$ cat src/rtl/sopc_bus_pkg.sv
// Shared types and default address map for the SOPC data-bus controller.
package sopc_bus_pkg;

  typedef enum logic [1:0] {
    ST_IDLE = 2'd0,
    ST_BUSY = 2'd1,
    ST_DONE = 2'd2
  } state_e;

  localparam int DEF_NUM_SLAVES = 4;
  localparam int DEF_ADDR_W     = 32;
  localparam int DEF_DATA_W     = 32;
  localparam int DEF_TIMEOUT    = 16;

  // Slave 0 in the LSBs; each slave owns one 256 MB window.
  localparam logic [DEF_NUM_SLAVES*DEF_ADDR_W-1:0] DEF_SLAVE_BASE = {
    32'h3000_0000, 32'h2000_0000, 32'h1000_0000, 32'h0000_0000
  };

  localparam logic [DEF_NUM_SLAVES*DEF_ADDR_W-1:0] DEF_SLAVE_MASK = {
    DEF_NUM_SLAVES{32'hF000_0000}
  };

endpackage

$ cat src/rtl/sopc_bus_ctrl_if.sv
// CPU-side and slave-side bus signals of the controller.
// master: the controller's view (serves the CPU, drives the slave bus).
// slave:  the environment's view (CPU plus slaves).
interface sopc_bus_ctrl_if #(
  parameter int NUM_SLAVES = 4,
  parameter int DATA_W     = 32,
  parameter int ADDR_W     = 32
);

  logic                         m_ce_i;
  logic                         m_we_i;
  logic [ADDR_W-1:0]            m_addr_i;
  logic [DATA_W/8-1:0]          m_sel_i;
  logic [DATA_W-1:0]            m_data_i;
  logic [DATA_W-1:0]            m_data_o;
  logic                         m_stall_o;
  logic                         m_err_o;

  logic [NUM_SLAVES-1:0]        s_ce_o;
  logic                         s_we_o;
  logic [ADDR_W-1:0]            s_addr_o;
  logic [DATA_W/8-1:0]          s_sel_o;
  logic [DATA_W-1:0]            s_data_o;
  logic [NUM_SLAVES*DATA_W-1:0] s_data_i;
  logic [NUM_SLAVES-1:0]        s_ack_i;

  modport master (
    input  m_ce_i, m_we_i, m_addr_i, m_sel_i, m_data_i,
    output m_data_o, m_stall_o, m_err_o,
    output s_ce_o, s_we_o, s_addr_o, s_sel_o, s_data_o,
    input  s_data_i, s_ack_i
  );

  modport slave (
    output m_ce_i, m_we_i, m_addr_i, m_sel_i, m_data_i,
    input  m_data_o, m_stall_o, m_err_o,
    input  s_ce_o, s_we_o, s_addr_o, s_sel_o, s_data_o,
    output s_data_i, s_ack_i
  );

endinterface

$ cat src/rtl/sopc_addr_decoder.sv
// Combinational base/mask address decode; lowest matching slave index wins.
module sopc_addr_decoder
  import sopc_bus_pkg::*;
#(
  parameter int                             NUM_SLAVES = DEF_NUM_SLAVES,
  parameter int                             ADDR_W     = DEF_ADDR_W,
  parameter logic [NUM_SLAVES*ADDR_W-1:0]   SLAVE_BASE = (NUM_SLAVES*ADDR_W)'(DEF_SLAVE_BASE),
  parameter logic [NUM_SLAVES*ADDR_W-1:0]   SLAVE_MASK = (NUM_SLAVES*ADDR_W)'(DEF_SLAVE_MASK)
) (
  input  logic [ADDR_W-1:0]     i_addr,
  output logic [NUM_SLAVES-1:0] o_sel_oh,
  output logic                  o_hit
);

  // Walk from the highest index down so the lowest match overwrites the rest.
  always_comb begin
    o_sel_oh = '0;
    o_hit    = 1'b0;
    for (int k = NUM_SLAVES - 1; k >= 0; k--) begin
      if ((i_addr & SLAVE_MASK[k*ADDR_W +: ADDR_W]) == SLAVE_BASE[k*ADDR_W +: ADDR_W]) begin
        o_sel_oh    = '0;
        o_sel_oh[k] = 1'b1;
        o_hit       = 1'b1;
      end
    end
  end

endmodule

$ cat src/rtl/sopc_bus_ctrl.sv
// CPU data-bus controller: decodes the request, drives one slave until it
// acks or the timeout expires, then reports data/error for one cycle.
//
// state | meaning
// IDLE  | no transfer; a request with a decode hit latches and goes BUSY
// BUSY  | selected slave enabled, waiting for its ack or the timeout
// DONE  | one cycle, stall released, m_err_o valid
module sopc_bus_ctrl
  import sopc_bus_pkg::*;
#(
  parameter int                           NUM_SLAVES = DEF_NUM_SLAVES,
  parameter int                           DATA_W     = DEF_DATA_W,
  parameter int                           ADDR_W     = DEF_ADDR_W,
  parameter logic [NUM_SLAVES*ADDR_W-1:0] SLAVE_BASE = (NUM_SLAVES*ADDR_W)'(DEF_SLAVE_BASE),
  parameter logic [NUM_SLAVES*ADDR_W-1:0] SLAVE_MASK = (NUM_SLAVES*ADDR_W)'(DEF_SLAVE_MASK),
  parameter int                           TIMEOUT    = DEF_TIMEOUT
) (
  input logic               clk,
  input logic               rst,
  sopc_bus_ctrl_if.master   bus
);

  localparam int         CNT_W  = $clog2(TIMEOUT + 1);
  localparam logic [1:0] S_IDLE = ST_IDLE;
  localparam logic [1:0] S_BUSY = ST_BUSY;
  localparam logic [1:0] S_DONE = ST_DONE;

  logic [1:0]            r_state;
  logic [CNT_W-1:0]      r_cnt;
  logic                  r_err;
  logic [DATA_W-1:0]     r_m_data;
  logic [NUM_SLAVES-1:0] r_slv_oh;
  logic                  r_we;
  logic [ADDR_W-1:0]     r_addr;
  logic [DATA_W/8-1:0]   r_sel;
  logic [DATA_W-1:0]     r_wdata;

  logic [NUM_SLAVES-1:0] w_dec_oh;
  logic                  w_dec_hit;
  logic                  w_ack;
  logic [DATA_W-1:0]     w_rdata;
  logic [CNT_W-1:0]      w_cnt_inc;
  logic                  w_tmo;

  sopc_addr_decoder #(
    .NUM_SLAVES (NUM_SLAVES),
    .ADDR_W     (ADDR_W),
    .SLAVE_BASE (SLAVE_BASE),
    .SLAVE_MASK (SLAVE_MASK)
  ) u_dec (
    .i_addr   (bus.m_addr_i),
    .o_sel_oh (w_dec_oh),
    .o_hit    (w_dec_hit)
  );

  // Only the latched slave's ack and read data are visible; others are masked.
  always_comb begin
    w_ack   = |(bus.s_ack_i & r_slv_oh);
    w_rdata = '0;
    for (int k = 0; k < NUM_SLAVES; k++) begin
      if (r_slv_oh[k]) begin
        w_rdata = w_rdata | bus.s_data_i[k*DATA_W +: DATA_W];
      end
    end
    // The current BUSY cycle is number r_cnt+1; expiring on TIMEOUT gives exactly TIMEOUT BUSY cycles.
    w_cnt_inc = r_cnt + 1'b1;
    w_tmo     = (w_cnt_inc == CNT_W'(TIMEOUT));
  end

  // Transfer sequencing, request latching and result capture.
  always_ff @(posedge clk) begin
    if (!rst) begin
      r_state  <= S_IDLE;
      r_cnt    <= '0;
      r_err    <= 1'b0;
      r_m_data <= '0;
      r_slv_oh <= '0;
      r_we     <= 1'b0;
      r_addr   <= '0;
      r_sel    <= '0;
      r_wdata  <= '0;
    end else begin
      case (r_state)
        S_IDLE: begin
          if (bus.m_ce_i) begin
            if (w_dec_hit) begin
              r_we     <= bus.m_we_i;
              r_addr   <= bus.m_addr_i;
              r_sel    <= bus.m_sel_i;
              r_wdata  <= bus.m_data_i;
              r_slv_oh <= w_dec_oh;
              r_cnt    <= '0;
              r_err    <= 1'b0;
              r_state  <= S_BUSY;
            end else begin
              r_err    <= 1'b1;
              r_state  <= S_DONE;
            end
          end
        end
        S_BUSY: begin
          if (w_ack) begin
            if (!r_we) begin
              r_m_data <= w_rdata;
            end
            r_err   <= 1'b0;
            r_state <= S_DONE;
          end else if (w_tmo) begin
            r_m_data <= '0;
            r_err    <= 1'b1;
            r_state  <= S_DONE;
          end else begin
            r_cnt <= w_cnt_inc;
          end
        end
        S_DONE: begin
          r_state <= S_IDLE;
        end
        default: begin
          r_state <= S_IDLE;
        end
      endcase
    end
  end

  // Stall is combinational so the CPU holds its request in the request cycle itself.
  always_comb begin
    bus.m_stall_o = rst & (((r_state == S_IDLE) & bus.m_ce_i) | (r_state == S_BUSY));
    bus.m_err_o   = (r_state == S_DONE) & r_err;
    bus.s_ce_o    = (r_state == S_BUSY) ? r_slv_oh : '0;
  end

  assign bus.m_data_o = r_m_data;
  assign bus.s_we_o   = r_we;
  assign bus.s_addr_o = r_addr;
  assign bus.s_sel_o  = r_sel;
  assign bus.s_data_o = r_wdata;

endmodule
$ cat src/flat_wrapper.sv
// flat-port wrapper written by rule: the top's interface ports become plain ports
module sopc_bus_ctrl_flat import sopc_bus_pkg::*;
#(
  parameter int                           NUM_SLAVES = DEF_NUM_SLAVES,
  parameter int                           DATA_W     = DEF_DATA_W,
  parameter int                           ADDR_W     = DEF_ADDR_W,
  parameter logic [NUM_SLAVES*ADDR_W-1:0] SLAVE_BASE = (NUM_SLAVES*ADDR_W)'(DEF_SLAVE_BASE),
  parameter logic [NUM_SLAVES*ADDR_W-1:0] SLAVE_MASK = (NUM_SLAVES*ADDR_W)'(DEF_SLAVE_MASK),
  parameter int                           TIMEOUT    = DEF_TIMEOUT
)
  (clk, rst, bus_m_ce_i, bus_m_we_i, bus_m_addr_i, bus_m_sel_i, bus_m_data_i, bus_m_data_o, bus_m_stall_o, bus_m_err_o, bus_s_ce_o, bus_s_we_o, bus_s_addr_o, bus_s_sel_o, bus_s_data_o, bus_s_data_i, bus_s_ack_i);
  sopc_bus_ctrl_if #(.NUM_SLAVES(NUM_SLAVES), .DATA_W(DATA_W), .ADDR_W(ADDR_W)) bus_i ();
  input logic clk;
  input logic rst;
  input wire logic [$bits(bus_i.m_ce_i)-1:0] bus_m_ce_i;
  input wire logic [$bits(bus_i.m_we_i)-1:0] bus_m_we_i;
  input wire logic [$bits(bus_i.m_addr_i)-1:0] bus_m_addr_i;
  input wire logic [$bits(bus_i.m_sel_i)-1:0] bus_m_sel_i;
  input wire logic [$bits(bus_i.m_data_i)-1:0] bus_m_data_i;
  output wire logic [$bits(bus_i.m_data_o)-1:0] bus_m_data_o;
  output wire logic [$bits(bus_i.m_stall_o)-1:0] bus_m_stall_o;
  output wire logic [$bits(bus_i.m_err_o)-1:0] bus_m_err_o;
  output wire logic [$bits(bus_i.s_ce_o)-1:0] bus_s_ce_o;
  output wire logic [$bits(bus_i.s_we_o)-1:0] bus_s_we_o;
  output wire logic [$bits(bus_i.s_addr_o)-1:0] bus_s_addr_o;
  output wire logic [$bits(bus_i.s_sel_o)-1:0] bus_s_sel_o;
  output wire logic [$bits(bus_i.s_data_o)-1:0] bus_s_data_o;
  input wire logic [$bits(bus_i.s_data_i)-1:0] bus_s_data_i;
  input wire logic [$bits(bus_i.s_ack_i)-1:0] bus_s_ack_i;
  assign bus_i.m_ce_i = bus_m_ce_i;
  assign bus_i.m_we_i = bus_m_we_i;
  assign bus_i.m_addr_i = bus_m_addr_i;
  assign bus_i.m_sel_i = bus_m_sel_i;
  assign bus_i.m_data_i = bus_m_data_i;
  assign bus_m_data_o = bus_i.m_data_o;
  assign bus_m_stall_o = bus_i.m_stall_o;
  assign bus_m_err_o = bus_i.m_err_o;
  assign bus_s_ce_o = bus_i.s_ce_o;
  assign bus_s_we_o = bus_i.s_we_o;
  assign bus_s_addr_o = bus_i.s_addr_o;
  assign bus_s_sel_o = bus_i.s_sel_o;
  assign bus_s_data_o = bus_i.s_data_o;
  assign bus_i.s_data_i = bus_s_data_i;
  assign bus_i.s_ack_i = bus_s_ack_i;
  sopc_bus_ctrl #(.NUM_SLAVES(NUM_SLAVES), .DATA_W(DATA_W), .ADDR_W(ADDR_W), .SLAVE_BASE(SLAVE_BASE), .SLAVE_MASK(SLAVE_MASK), .TIMEOUT(TIMEOUT)) u_core (.clk(clk), .rst(rst), .bus(bus_i));
endmodule
$ cat config.mk
export PLATFORM = sky130hd
export DESIGN_NAME = sopc_bus_ctrl_flat
export DESIGN_NICKNAME = d
export VERILOG_FILES = /design/src/rtl/sopc_bus_pkg.sv /design/src/rtl/sopc_bus_ctrl_if.sv /design/src/rtl/sopc_addr_decoder.sv /design/src/rtl/sopc_bus_ctrl.sv /design/src/flat_wrapper.sv
export SDC_FILE = /design/constraint.sdc
export NUM_CORES = 1
export LEC_CHECK = 0
export ABC_AREA = 1
export BUFFER_PORTS_ARGS = -buffer_cell sky130_fd_sc_hd__buf_2
export CAP_MARGIN = 25
export CORE_MARGIN = 3
export CORE_UTILIZATION = 40
export CTS_BUF_LIST = sky130_fd_sc_hd__clkbuf_16
export DETAILED_ROUTE_END_ITERATION = 10
export PLACE_DENSITY = 0.77
export RECOVER_POWER = 25
export SETUP_SLACK_MARGIN = 0.1
export SLEW_MARGIN = 25
export SYNTH_ARGS = -nofsm -noshare
export SYNTH_HDL_FRONTEND = slang
export SYNTH_SLANG_ARGS = --single-unit
export TNS_END_PERCENT = 1
$ cat constraint.sdc
create_clock -name clk -period 1.45 [get_ports clk]
set_input_delay 0.145 -clock clk [delete_from_list [all_inputs] [get_ports clk]]
set_output_delay 0.145 -clock clk [all_outputs]
set_load 0.02 [all_outputs]
==> results of run 1 <==
==> cell usage after synthesis <==
cell type / number / area, um2
nand2_1: 266 / 998
nor2_1: 183 / 687
dfxtp_1: 113 / 2260
inv_1: 82 / 308
nand4_1: 67 / 419
o21ai_0: 63 / 315
clkbuf_1: 27 / 101
buf_2: 21 / 105
a21oi_1: 9 / 45.0
buf_1: 6 / 22.5
nand3_1: 6 / 30.0
o21ai_1: 5 / 25.0
inv_2: 3 / 11.3
buf_4: 2 / 15.0
buf_6: 2 / 22.5
ha_1: 2 / 25.0
nand2_4: 2 / 22.5
nor2_2: 2 / 12.5
clkinv_1: 1 / 3.75
nand2_2: 1 / 6.26
nand3_2: 1 / 10.0
nand3_4: 1 / 17.5
nor2_4: 1 / 11.3
nor3_1: 1 / 5.00
==> path summary, 6_finish.rpt <==
path	startpoint	to	slack (ns)	cells after the start
worst min-delay path	bus_m_addr_i[29]	u_core.r_slv_oh[1]	0.02	4
worst min register to register	u_core.bus.s_addr_o[31]	u_core.bus.s_addr_o[31]	0.45	2
worst max register to register	u_core.r_cnt[0]	u_core.bus.m_data_o[5]	-0.18	12
worst max-delay path	u_core.r_cnt[0]	u_core.bus.m_data_o[5]	-0.18	12
==> area by class of cell <==
class | instances | area share
Timing Repair Buffer | 418 | 0.310
Multi-Input combinational cell | 610 | 0.307
Sequential cell | 113 | 0.257
Clock buffer | 17 | 0.0482
Inverter | 86 | 0.0368
Tap cell | 176 | 0.0249
Clock inverter | 15 | 0.0152
==> per-stage QoR <==
step,area (um2),std cells
CTS,8720,1432
floorplan,5510,867
global route,8830,1435
detailed placement,7410,1333
finish,8830,1435
global placement,7410,1333
==> repair_timing <==
item                                    in CTS  in global routing
endpoints found under the setup margin      85                119
hold endpoints to repair                    67                  0
buffers inserted                             1                  0
resized for setup                           24                 35
pin swaps                                    2                 20
gates cloned                                 0                  3
hold buffers                                66                  0
==> worst reg2reg max path, stage by stage, from the launching register on <==
cell and delay [ns]:
dfxtp_4 0.38, ha_4 0.16, inv_2 0.04, nand2_2 0.05, nand2_2 0.06, nor2_2 0.10
nand3_2 0.12, nand2_4 0.12, nand3_4 0.13, clkbuf_16 0.21, nand2_1 0.07, inv_1 0.04
nor2_1 0.08
==> sequential cells by signal (all words and copies together) (netlist names) <==
register / flops
u_core.bus.s_addr_o: 32
u_core.bus.s_data_o: 32
u_core.r_state: 2
u_core.r_cnt: 5
u_core.r_slv_oh: 4
u_core.bus.s_we_o: 1
u_core.bus.s_sel_o: 4
u_core.bus.m_data_o: 32
u_core.r_err: 1
==> metal layers <==
layer | vias up | track usage
li1 | 3466 | -
met1 | 3234 | 0.329
met2 | 444 | 0.497
met3 | 67 | 0.0732
met4 | 0 | 0.161
met5 | - | 0
==> cell families after synthesis <==
family | share of synthesized area
compound gates | 0.0703
buf+inv | 0.108
fa+ha+maj | 0.00456
flops | 0.413
simple gates | 0.405
==> power groups by stage <==
stage / sequential, mW / clock [mW] / combinational (mW)
global placement: 3.35 / 0 / 1.09
global route: 3.32 / 4.17 / 1.43
CTS: 3.29 / 4.03 / 1.26
detailed placement: 3.36 / 0 / 1.10
finish: 3.30 / 4.00 / 1.33
floorplan: 3.48 / 0 / 0.402
==> flow_summary.json, run 1 <==
{
  "final_common_cell": "buf_2",
  "die_w_um": 123,
  "first_global_vias": 6740,
  "fin_crit_sh": 1.12,
  "rows": 42,
  "root_buffer": "clkbuf_16",
  "viasPerCell": 5.03,
  "clockBufferDepth": 2,
  "final_max_slew_viol_count": 0,
  "drive_gt1_frac": 0.308,
  "maxCapViolCount": 0,
  "internal_power_mw": 6.20,
  "drt_iter0_markers": 499,
  "final_hold_viol_count": 0,
  "p_comb_frac": 0.154,
  "avgSynthCellArea_um2": 6.32,
  "setup_tns_ns": -5.18,
  "slowest_stage": "dfxtp_4",
  "p_clk_frac": 0.463,
  "crit_family": "simple AND/OR/NAND/NOR gates",
  "io_buffers": 310,
  "cpMostUsedCell": "nand2_2",
  "top_layer": "met4",
  "drtPass1Iterations": 5,
  "wl_met2_um": 11600,
  "utilization": 0.662,
  "peakVddDrop_mv": 0.855,
  "cts_tree": "built",
  "rsz0062_at_grt": "yes",
  "grt_max_degree": 68,
  "p_per_area_mw_per_mm2": 977,
  "crit_arrival_ns": 1.97,
  "final_nets": 1452,
  "multi_input_area_mm2": 0.00271,
  "leakagePower_nw": 4.39,
  "gp_congestion": 0.811,
  "syn_area_mm2": 0.00548,
  "start_util": 0.411,
  "cp_cell_sequence": "ha_4, inv_2, nand2_2, nand2_2, nor2_2, nand3_2, nand2_4, nand3_4, clkbuf_16, nand2_1, inv_1, nor2_1",
  "final_cell_mix": "269 x buf_2, 256 x nand2_1, 174 x nor2_1",
  "tightest_slew_ns": 0.404,
  "relSlewSlack": 0.731,
  "timing.critical_path.buf_inv": 3,
  "cts.sinks": 113,
  "period_needed_ns": 1.63,
  "vias": 7211,
  "clkLatencyLatePin_ns": 0.42,
  "yosysSeqAreaShare": 0.413,
  "end_kind": "flop",
  "start_kind": "flop",
  "p_seq_frac": 0.383,
  "dp_hpwl_um": 14800,
  "routedWlPerCell_um": 16.3,
  "syn-instance-count": 867,
  "wirelength_um": 23400,
  "setup_viol": 44,
  "violations": "setup timing",
  "pin_count": 311,
  "power_switching_mw": 2.43,
  "finalHoldWorstSlack_ns": 0.0219,
  "grt_pass1_wl_um": 34000,
  "area_growth_syn_to_layout_pct": 61.2,
  "cts_buffers": 17,
  "core_area_mm2": 0.0133,
  "max_clock_freq_mhz": 615,
  "yosysWarningCount": 0,
  "die_area_mm2": 0.0151,
  "fillers": 1104,
  "dr_wl_met3_um": 2120,
  "finalClockSkew_ns": 0.00878,
  "gr-usage-all-layers": 0.290,
  "hold_class": "primary input to flop",
  "ant_nets": 0,
  "required_ns": 1.80,
  "cts_max_level": 4,
  "gr-total-overflow": 0,
  "max_stage_delay_ns": 0.38,
  "clk_pin_slew_ns": 0.06,
  "regArea_mm2": 0.00227,
  "cp_max_fo": 8,
  "antenna_cells": 0,
  "setup_ws_ns": -0.177,
  "ys_seq_elements": 113,
  "synth_nets": 1073,
  "place_worst_setup_slack_ns": -0.0801,
  "power_mw": 8.63,
  "drc_errors": 0,
  "yosysUniqueCellTypes": 24,
  "critPathKind": "flop to flop",
  "die_height_um": 123,
  "m1WireLength_um": 8800,
  "outcome": "finished, violations left",
  "sw_frac_of_total": 0.282,
  "antenna_found_initial": 0
}
Note: power is estimated with default switching activity, not from simulation.
==> run 2, diff against run 1 <==
--- a/config.mk
+++ b/config.mk
@@ -8,11 +8,11 @@
 export ABC_AREA = 1
 export BUFFER_PORTS_ARGS = -buffer_cell sky130_fd_sc_hd__buf_2
 export CAP_MARGIN = 25
-export CORE_MARGIN = 3
-export CORE_UTILIZATION = 40
+export CORE_AREA = 3 3 121 123
 export CTS_BUF_LIST = sky130_fd_sc_hd__clkbuf_16
 export DETAILED_ROUTE_END_ITERATION = 10
-export PLACE_DENSITY = 0.77
+export DIE_AREA = 0 0 124 126
+export PLACE_DENSITY = 0.73
 export RECOVER_POWER = 25
 export SETUP_SLACK_MARGIN = 0.1
 export SLEW_MARGIN = 25
==> constraint.sdc (replaced) <==
create_clock -name clk -period 2 [get_ports clk]
set_input_delay 0.2 -clock clk [delete_from_list [all_inputs] [get_ports clk]]
set_output_delay 0.2 -clock clk [all_outputs]
set_load 0.02 [all_outputs]
==> flow_summary.json, run 2 (synthesis gave the netlist of run 1 again) <==
{
  "outcome": "finished clean",
  "final_common_cell": "nand2_1",
  "clkLatencyLatePin_ns": 0.41,
  "peakVddDrop_mv": 0.681,
  "fin_area_mm2": 0.00813,
  "area_growth_syn_to_layout_pct": 48.2,
  "grt_max_degree": 106,
  "cts_buffers": 17,
  "rsz0062_at_grt": "yes",
  "r2r_end": "u_core.bus.m_data_o[8]",
  "final_nets": 1397,
  "cp_cell_sequence": "ha_2, inv_1, nand2_1, nand2_1, nor2_1, nand3_2, nand2_4, nand3_4, nand2_1, inv_1, nor2_1",
  "hold_class": "primary input to flop",
  "root_buffer": "clkbuf_16",
  "placed_cells": 1313,
  "utilization": 0.590,
  "setup_ws_ns": 0.239,
  "cts_tree": "built",
  "setup_tns_ns": 0,
  "rows": 43,
  "drtPass1Iterations": 5,
  "clk_pin_slew_ns": 0.05,
  "clockBufferDepth": 2,
  "final_hold_viol_count": 0,
  "p_per_area_mw_per_mm2": 785,
  "cts_max_level": 4,
  "die_height_um": 126,
  "drc_errors": 0,
  "gr-usage-all-layers": 0.253,
  "setup_viol": 0,
  "power_mw": 6.38,
  "io_buffers": 310,
  "start_util": 0.398,
  "maxCapViolCount": 0,
  "period_needed_ns": 1.76,
  "die_w_um": 124,
  "viasPerCell": 4.81,
  "finalHoldWorstSlack_ns": 0.0171,
  "crit_arrival_ns": 2.10,
  "final_cell_mix": "266 x nand2_1, 254 x buf_2, 183 x nor2_1",
  "timing.critical_path.buf_inv": 2,
  "vias": 6653,
  "crit_cells": 11,
  "required_ns": 2.34,
  "antenna_cells": 0,
  "max_clock_freq_mhz": 568,
  "ant_nets": 0,
  "leakagePower_nw": 4.00,
  "startpoint": "u_core.r_cnt[1]",
  "drive_gt1_frac": 0.262,
  "wirelength_um": 20800,
  "fillers": 1334,
  "post_dp_cell_area_mm2": 0.00714,
  "slowest_stage": "dfxtp_1",
  "reg2reg_depth": 11,
  "routedWlPerCell_um": 15.0,
  "end_kind": "flop",
  "dp_hpwl_um": 14000,
  "pin_count": 311,
  "finalClockSkew_ns": 0.00649,
  "gr-total-overflow": 0,
  "grt_pass1_wl_um": 30700,
  "relSlewSlack": 0.609,
  "cp_max_fo": 8,
  "r2r_slack_ns": 0.24,
  "cpMostUsedCell": "nand2_1",
  "place_worst_setup_slack_ns": 0.102,
  "gp_congestion": 0.769,
  "tightest_slew_ns": 0.587,
  "r2r-start": "u_core.r_cnt[1]",
  "core_area_mm2": 0.0138,
  "max_stage_delay_ns": 0.40,
  "cts.sinks": 113,
  "start_kind": "flop",
  "cp-endpoint": "u_core.bus.m_data_o[8]",
  "critPathKind": "flop to flop",
  "crit_family": "simple AND/OR/NAND/NOR gates",
  "first_global_vias": 6118,
  "stdcell_count": 1384,
  "antenna_found_initial": 3,
  "fin_crit_sh": 0.881,
  "final_max_slew_viol_count": 0,
  "die_area_mm2": 0.0156,
  "drt_iter0_markers": 425
}
==> run 2: how the worst min path moves through the flow <==
stage	startpoint	endpoint	slack (ns)	depth (start not counted)
finish	bus_m_data_i[25]	u_core.bus.s_data_o[25]	0.02	3
global route	bus_m_addr_i[12]	u_core.bus.s_addr_o[12]	0.01	3
CTS	bus_m_data_i[25]	u_core.bus.s_data_o[25]	0.0002	3
detailed placement	bus_m_data_i[30]	u_core.bus.s_data_o[30]	0.43	3
global placement	bus_m_data_i[1]	u_core.bus.s_data_o[1]	0.42	3
floorplan	bus_m_data_i[1]	u_core.bus.s_data_o[1]	0.33	2
==> run 2: layout make-up <==
class / instances / area [um2] / area share
repair buffers: 360 / 2000 / 0.247
clock inverters: 15 / 195 / 0.0240
inverters: 86 / 323 / 0.0397
clock buffers: 17 / 425 / 0.0524
well taps: 180 / 225 / 0.0277
multi-input cells: 613 / 2690 / 0.331
flip-flops and latches: 113 / 2260 / 0.279
==> run 2: repair_timing <==
action                                 CTS  global route
gates cloned                             1             3
hold buffers                            35             0
pin swaps                                0             1
endpoints found under the hold margin   35             0
setup buffers                            0             0
setup endpoints to repair                2            37
gates resized for setup                  0             5
==> run 2: routing by layer <==
| layer | global-route usage | routed length [um] | part of all wire | vias to the layer above |
|---|---|---|---|---|
| li1 | - | - | - | 3355 |
| met1 | 0.299 | 8500 | 0.41 | 2929 |
| met2 | 0.424 | 9610 | 0.46 | 315 |
| met3 | 0.0853 | 2100 | 0.10 | 48 |
| met4 | 0.0941 | 527 | 0.025 | 6 |
| met5 | 0 | 29 | 0.0014 | - |
==> run 2: worst reg2reg max path, cell delays in order, from the launching register on <==
cell	delay, ns
dfxtp_1	0.40
ha_2	0.24
inv_1	0.04
nand2_1	0.05
nand2_1	0.07
nor2_1	0.12
nand3_2	0.12
nand2_4	0.19
nand3_4	0.20
nand2_1	0.13
inv_1	0.04
nor2_1	0.11
==> run 2: power breakdown <==
part / total, mW / leakage [nW] / switching (mW) / internal, mW
Combinational: 0.815 / 2.77 / 0.474 / 0.341
Sequential: 2.39 / 0.919 / 0.0494 / 2.34
Clock: 3.17 / 0.307 / 1.10 / 2.08
